## src/rtl/nibble_tx_ctrl.sv

```systemverilog
// Sequencer for a 4-bit parallel-load shift register: loads a nibble, clocks it
// out MSB-first, samples Q3 once per bit period and checks it against a shadow copy.
module nibble_tx_ctrl #(
   parameter int unsigned BIT_DIV = 2
) (
   input  logic       CLK,
   input  logic       RST_N,
   input  logic [3:0] DIN,
   input  logic       DIN_VALID,
   output logic       DIN_READY,
   output logic       D0,
   output logic       D1,
   output logic       D2,
   output logic       D3,
   output logic       LOAD,
   output logic       SHIFT,
   input  logic       Q3,
   output logic       TX_BIT,
   output logic       TX_STROBE,
   output logic       FRAME_DONE,
   output logic       MISMATCH,
   output logic       BUSY
);

   typedef enum logic [1:0] {
      S_IDLE,
      S_LOAD,
      S_HOLD,
      S_SHIFT_HI
   } state_t;

   localparam logic [7:0] DIV_LAST = 8'(BIT_DIV - 1);

   state_t     state_q, state_d;
   logic [7:0] div_q, div_d;
   logic [1:0] bitcnt_q, bitcnt_d;
   logic [3:0] shadow_q, shadow_d;
   logic [3:0] dout_q, dout_d;
   logic       load_q, load_d;
   logic       shift_q, shift_d;
   logic       tx_bit_q, tx_bit_d;
   logic       tx_strobe_q, tx_strobe_d;
   logic       frame_done_q, frame_done_d;
   logic       mismatch_q, mismatch_d;
   logic       busy_q, busy_d;
   logic       ready_q, ready_d;

   always_comb begin
      state_d      = state_q;
      div_d        = div_q;
      bitcnt_d     = bitcnt_q;
      shadow_d     = shadow_q;
      dout_d       = dout_q;
      tx_bit_d     = tx_bit_q;
      tx_strobe_d  = 1'b0;
      frame_done_d = 1'b0;
      mismatch_d   = mismatch_q;

      unique case (state_q)
         S_IDLE: begin
            if (DIN_VALID) begin
               shadow_d   = DIN;
               dout_d     = DIN;
               mismatch_d = 1'b0;
               bitcnt_d   = 2'd0;
               div_d      = 8'd0;
               state_d    = S_LOAD;
            end
         end
         S_LOAD: begin
            div_d   = 8'd0;
            state_d = S_HOLD;
         end
         S_HOLD: begin
            if (div_q == DIV_LAST) begin
               // Q3 has settled for a full half period since the last shift edge
               div_d       = 8'd0;
               tx_bit_d    = Q3;
               tx_strobe_d = 1'b1;
               if (Q3 != shadow_q[2'd3 - bitcnt_q]) begin
                  mismatch_d = 1'b1;
               end
               if (bitcnt_q == 2'd3) begin
                  frame_done_d = 1'b1;
                  state_d      = S_IDLE;
               end else begin
                  state_d = S_SHIFT_HI;
               end
            end else begin
               div_d = div_q + 8'd1;
            end
         end
         S_SHIFT_HI: begin
            if (div_q == DIV_LAST) begin
               div_d    = 8'd0;
               bitcnt_d = bitcnt_q + 2'd1;
               state_d  = S_HOLD;
            end else begin
               div_d = div_q + 8'd1;
            end
         end
         default: begin
            state_d = S_IDLE;
         end
      endcase

      // Strobes decoded from the next state so they come straight off flops
      load_d  = (state_d == S_LOAD);
      shift_d = (state_d == S_SHIFT_HI);
      busy_d  = (state_d != S_IDLE);
      ready_d = (state_d == S_IDLE);
   end

   always_ff @(posedge CLK or negedge RST_N) begin
      if (!RST_N) begin
         state_q      <= S_IDLE;
         div_q        <= 8'd0;
         bitcnt_q     <= 2'd0;
         shadow_q     <= 4'd0;
         dout_q       <= 4'd0;
         load_q       <= 1'b0;
         shift_q      <= 1'b0;
         tx_bit_q     <= 1'b0;
         tx_strobe_q  <= 1'b0;
         frame_done_q <= 1'b0;
         mismatch_q   <= 1'b0;
         busy_q       <= 1'b0;
         ready_q      <= 1'b1;
      end else begin
         state_q      <= state_d;
         div_q        <= div_d;
         bitcnt_q     <= bitcnt_d;
         shadow_q     <= shadow_d;
         dout_q       <= dout_d;
         load_q       <= load_d;
         shift_q      <= shift_d;
         tx_bit_q     <= tx_bit_d;
         tx_strobe_q  <= tx_strobe_d;
         frame_done_q <= frame_done_d;
         mismatch_q   <= mismatch_d;
         busy_q       <= busy_d;
         ready_q      <= ready_d;
      end
   end

   assign DIN_READY  = ready_q;
   assign D0         = dout_q[0];
   assign D1         = dout_q[1];
   assign D2         = dout_q[2];
   assign D3         = dout_q[3];
   assign LOAD       = load_q;
   assign SHIFT      = shift_q;
   assign TX_BIT     = tx_bit_q;
   assign TX_STROBE  = tx_strobe_q;
   assign FRAME_DONE = frame_done_q;
   assign MISMATCH   = mismatch_q;
   assign BUSY       = busy_q;

endmodule

```

## config.mk

```make
export PLATFORM = sky130hd
export DESIGN_NAME = nibble_tx_ctrl
export DESIGN_NICKNAME = d
export VERILOG_FILES = /design/src/rtl/nibble_tx_ctrl.sv
export SDC_FILE = /design/constraint.sdc
export NUM_CORES = 1
export LEC_CHECK = 0
export ABC_CLOCK_PERIOD_IN_PS = 2500
export CORE_AREA = 2 2 60 62
export CTS_CLUSTER_DIAMETER = 50
export CTS_CLUSTER_SIZE = 16
export DETAILED_ROUTE_END_ITERATION = 12
export DIE_AREA = 0 0 62 64
export HOLD_SLACK_MARGIN = 0.05
export MAX_ROUTING_LAYER = met4
export PLACE_DENSITY = 0.62
export SYNTH_ARGS = -nofsm -noshare
export SYNTH_HDL_FRONTEND = slang
export SYNTH_SLANG_ARGS = --single-unit
export TNS_END_PERCENT = 20
```

## constraint.sdc

```tcl
create_clock -name CLK -period 2.5 [get_ports CLK]
set_input_delay 0.5 -clock CLK [delete_from_list [all_inputs] [get_ports CLK]]
set_output_delay 0.5 -clock CLK [all_outputs]
set_load 0.02 [all_outputs]
```

==> reports/qor.txt, run 1 <==
Synth Cell Area: 0.00112 mm²
Sequential area share after synthesis: 53.6%
Total Wirelength: 2.15 mm
Worst R2R Start: div_q[1]
Sw Share: 38.4%
Max-slew violations: 0
CP Cell Sequence: clkdlybuf4s50_1
Post-synthesis area per instance: 10.5 µm²
Syn_nets: 118
CTS tree: built
Number of DRC markers in iteration 0: 49
Sequential share of power: 47.2%
Largest net degree at the start of global routing: 25
Htree depth: 1
Maxcap violations: 0
CP Launch Point: DIN_READY
Internal: 0.909 mW
Final min period: 1930 ps
Die height: 64 µm
Post-Syn Instances: 107
Total GRT Usage: 12.7%
P per Cell Area: 1060 mW/mm²
DRC viols: 0
Hold-fix buffers, CTS: 0
CTS sink cnt: 24
CP arrival: 1430 ps
Post-DP HPWL: 1.63 mm
Psw: 0.568 mW
PnR worst setup slack: 568 ps
Nets@finish: 138
Most used DFF post-synth: dfrtp_1
CTS max path bufs: 2
Die width: 62 µm
Worst slew pin tran: 524 ps
CP max stage cell: clkdlybuf4s50_1
P_leak: 0.636 nW
Clock transition at path regs: 130 ps
PortBufs: 19
Post-synthesis register bit count: 24
Site row count: 21
Unrepaired setup endpoints after global routing: false
Final antenna diode count: 0
Synth-to-Final Area Change: 23.6%
Post-CTS Resized: 0
# IOs: 20
Inserted Clock Buffers: 3
VDD IR max: 0.360 mV
Proportion of layout cells with a drive suffix above 1: 11.1%
Commonest non-fill, non-tap cells in the layout: dfrtp_1 (23), nand2_1 (21), clkdlybuf4s50_1 (19)
CP startpoint kind: flip-flop
Reg area: 602 µm²
Comb pwr share: 39.0%
Clock power share: 13.8%
Die area: 0.00397 mm²
Relative slew slack: 65.1%
Setup TNS: 0 ps
EDFF count, synth: 0
Period utilization: 77.3%
Commonest non-fill, non-tap cell in the layout: dfrtp_1
Post-route ant nets: 0
CP Capture Type: primary output
Vias in the first global route: 843
DP Area: 0.00135 mm²
Synth cell types: 33
Crit-path max cell delay: 590 ps
DR pass1 iterations: 4
Worst Path Buf+Inv: 1
Asr flop ratio synth: 100%
First-pass GRT wire length: 3.74 mm
Core Area: 0.00328 mm²
Initial antenna violation count: 0
Final hold violation count: 0
Highest Clock Rate: 0.518 GHz
Cell area after layout: 0.00139 mm²
Fill cells: 323
DR WL/cell: 12.5 µm
Clock Skew: 9.98 ps
Crit-path leading delay family: buffers and inverters
Core Util, Final: 42.3%
Initial core utilization: 34.2%
Required time worst endpoint: 2000 ps
Total gr overflow: 0
Area occupied by multi-input gates: 480 µm²
Placer Congestion: 0.805
CTS root buf: clkbuf_4
Yosys warnings: 0
Crit Path Category: reg2out
Via count: 846
Pre-CTS WS: 740 ps
Skew-Pair Late Insertion Delay: 310 ps
Status: complete, no violations
Setup Buffers After CTS: 0
Worst Path Max Fanout: 1
Vias per std cell: 4.92
Min-Delay Path Class: in2async
# setup viols final: 0
==> layout make-up <==
class,count,share of cell area [%]
multi-input combinational,74,34.6
clock buffer,4,2.61
timing repair buffer,20,14.2
sequential,24,43.3
inverter,4,1.08
tap,46,4.14
==> power by group through the flow <==
stage	clock network, mW	registers, mW	logic [mW]
final	0.204	0.697	0.576
after global routing	0.233	0.728	0.654
after global placement	0	0.694	0.570
after floorplan	0	0.708	0.361
after CTS	0.210	0.696	0.586
after detailed placement	0	0.705	0.584
==> metrics by stage <==
stage	cells	power [mW]	hold slack, ps
after global placement	168	1.26	493
after floorplan	107	1.07	204
final	172	1.48	513
after CTS	172	1.49	522
after global routing	172	1.61	528
after detailed placement	168	1.29	507
==> synth_stat cells, drive strengths merged (2+ instances only) <==
| master | count | share of area (%) |
|---|---|---|
| dfrtp | 23 | 51 |
| nand2 | 22 | 8.0 |
| a31oi | 6 | 3.3 |
| nand3 | 5 | 2.2 |
| o21ai | 5 | 2.2 |
| a21oi | 4 | 1.8 |
| buf | 4 | 2.0 |
| inv | 4 | 1.3 |
| nand2b | 4 | 2.2 |
| nor2 | 4 | 1.3 |
| nor3 | 4 | 3.2 |
| ha | 3 | 3.3 |
| a41oi | 2 | 1.6 |
| and3 | 2 | 1.2 |
| o22ai | 2 | 1.1 |
==> cell families (layout without fill, tap and decap cells) <==
kind of cell               after synthesis  count (layout)  share of synthesized area (%)
AOI/OAI and AO/OA                       21              21                           11.5
muxes                                    3               3                           4.23
and+or+nand+nor                         46              46                           22.9
buffers and inverters                    9              28                           3.67
adders and majority gates                3               3                           3.34
DFF                                     24              24                           53.6
xor gates and xnor gates                 1               1                          0.780
==> metal layers <==
layer / part of all wire (%) / vias up / track usage, %
met4: 1.2 / 0 / 3.99
li1: - / 413 / -
met2: 49 / 25 / 19.5
met5: 0 / - / -
met3: 5.0 / 4 / 2.43
met1: 45 / 404 / 16.7
==> flip-flops by register name, indices dropped and copies added (netlist names), 2 cells and up <==
| register | count |
|---|---|
| bitcnt_q | 2 |
| div_q | 8 |
| dout_q | 4 |
| state_q | 2 |
==> worst paths after layout <==
check | slack [ps] | to | cells after the start
setup / recovery | 570 | DIN_READY | 1
hold / removal | 510 | MISMATCH | 2
setup reg to reg | 710 | TX_BIT | 6
hold reg to reg | 530 | TX_BIT | 1
max in group asynchronous | 1690 | DIN_READY | 2
min in group CLK | 530 | TX_BIT | 1
Note: power is estimated with default switching activity, not from simulation.
==> run 2: changes to the inputs <==
--- a/config.mk
+++ b/config.mk
@@ -5,7 +5,7 @@
 export SDC_FILE = /design/constraint.sdc
 export NUM_CORES = 1
 export LEC_CHECK = 0
-export ABC_CLOCK_PERIOD_IN_PS = 2500
+export ABC_CLOCK_PERIOD_IN_PS = 1700
 export CORE_AREA = 2 2 60 62
 export CTS_CLUSTER_DIAMETER = 50
 export CTS_CLUSTER_SIZE = 16
@@ -13,7 +13,7 @@
 export DIE_AREA = 0 0 62 64
 export HOLD_SLACK_MARGIN = 0.05
 export MAX_ROUTING_LAYER = met4
-export PLACE_DENSITY = 0.62
+export PLACE_DENSITY = 0.64
 export SYNTH_ARGS = -nofsm -noshare
 export SYNTH_HDL_FRONTEND = slang
 export SYNTH_SLANG_ARGS = --single-unit
==> constraint.sdc (replaced) <==
create_clock -name CLK -period 1.7 [get_ports CLK]
set_input_delay 0.34 -clock CLK [delete_from_list [all_inputs] [get_ports CLK]]
set_output_delay 0.34 -clock CLK [all_outputs]
set_load 0.02 [all_outputs]
==> reports/qor.txt, run 2 (synthesis gave the netlist of run 1 again) <==
Status: complete, no violations
Pre-CTS WS: 16.1 ps
Die height: 64 µm
Total gr overflow: 0
Crit-path max cell delay: 430 ps
CTS root buf: clkbuf_4
Core Util, Final: 46.1%
Commonest non-fill, non-tap cells in the layout: dfrtp_1 (23), nand2_1 (21), buf_4 (14)
Htree depth: 1
Placer Congestion: 0.813
Max-slew violations: 0
VDD IR max: 0.633 mV
DR WL/cell: 12.4 µm
CP Capture Type: flip-flop
Vias per std cell: 4.86
Clock transition at path regs: 140 ps
DP Area: 0.00141 mm²
DR pass1 iterations: 4
CTS max path bufs: 2
Die area: 0.00397 mm²
Pwr Total: 2.31 mW
Final hold slack: 366 ps
Commonest non-fill, non-tap cell in the layout: dfrtp_1
Highest Clock Rate: 0.602 GHz
Vias in the first global route: 823
Post-DP HPWL: 1.68 mm
CP Cell Sequence: inv_2, ha_4, nor4b_4, buf_4, nand2_4, nor3_4, mux2_4
Site row count: 21
Cell area after layout: 0.00151 mm²
Synth-to-Final Area Change: 34.6%
Proportion of layout cells with a drive suffix above 1: 20.9%
PortBufs: 19
Final min period: 1660 ps
# setup viols final: 0
Worst Path Max Fanout: 4
Skew-Pair Late Insertion Delay: 310 ps
Initial core utilization: 34.2%
Hold-fix buffers, CTS: 0
Largest register by flop count: div_q
Via count: 900
Crit Path Category: reg2reg
Total Wirelength: 2.30 mm
Number of DRC markers in iteration 0: 37
# IOs: 20
Setup TNS: 0 ps
DRC viols: 0
Inserted Clock Buffers: 3
R2R setup slack: 40 ps
Post-route ant nets: 0
Period utilization: 97.7%
Number of flip-flops in the largest register: 8
Core Area: 0.00328 mm²
CP max stage cell: dfrtp_1
CTS sink cnt: 24
First-pass GRT wire length: 3.63 mm
Largest net degree at the start of global routing: 25
Relative slew slack: 78.5%
Cells after DPL: 175
Worst slew pin tran: 323 ps
Die width: 62 µm
CP startpoint kind: flip-flop
Largest regs: div_q: 8 flops, dout_q: 4 flops
Required time worst endpoint: 1910 ps
CTS tree: built
P per Cell Area: 1530 mW/mm²
Final antenna diode count: 0
Final hold violation count: 0
PnR worst setup slack: 39.5 ps
Maxcap violations: 0
Unrepaired setup endpoints after global routing: true
Total GRT Usage: 12.6%
Clock Skew: 20.2 ps
P_leak: 0.768 nW
Nets@finish: 151
Non-Filler Instances: 185
Min-Delay Path Class: in2async
CP arrival: 1870 ps
Initial antenna violation count: 0
run 2: routing by layer:
metal	vias up	part of all wire [%]	global-route usage (%)
met1	437	44	15.2
met5	-	0	-
met2	17	50	20.3
li1	442	-	-
met3	4	4.3	2.43
met4	0	1.1	4.52
run 2: path summary, 6_finish.rpt:
check,start,to,depth (start not counted)
max,div_q[1],TX_BIT,7
min,RST_N,MISMATCH,2
max reg2reg,div_q[1],TX_BIT,7
min reg2reg,dout_q[3],dout_q[3],2
max in group asynchronous,RST_N,DIN_READY,2
min in group CLK,dout_q[3],dout_q[3],2
run 2: worst max-delay path: cells and delay by family (launching register included):
kind | cells | cell delay (ps)
adders and majority gates | 1 | 120
buffers and inverters | 2 | 260
and+or+nand+nor | 3 | 440
DFF | 1 | 430
muxes | 1 | 310
run 2: repair_timing:
item,CTS,global route
pin swaps,0,1
cloned,0,0
setup buffers,0,6
endpoints found under the setup margin,2,20
gates resized for setup,1,11
run 2: cell type report:
cell class                 count  area [µm²]
clock buffer                   4        26.3
fill                         319        1770
inverter                       4        15.0
multi-input combinational     74         503
sequential                    24         602
tap                           46        57.6
timing repair buffer          33         309
run 2: where the power goes:
part | leakage, nW | switching (mW) | internal (mW) | total, mW
logic | 0.461 | 0.514 | 0.559 | 1.07
registers | 0.291 | 0.214 | 0.773 | 0.987
clock network | 0.0150 | 0.160 | 0.0913 | 0.252
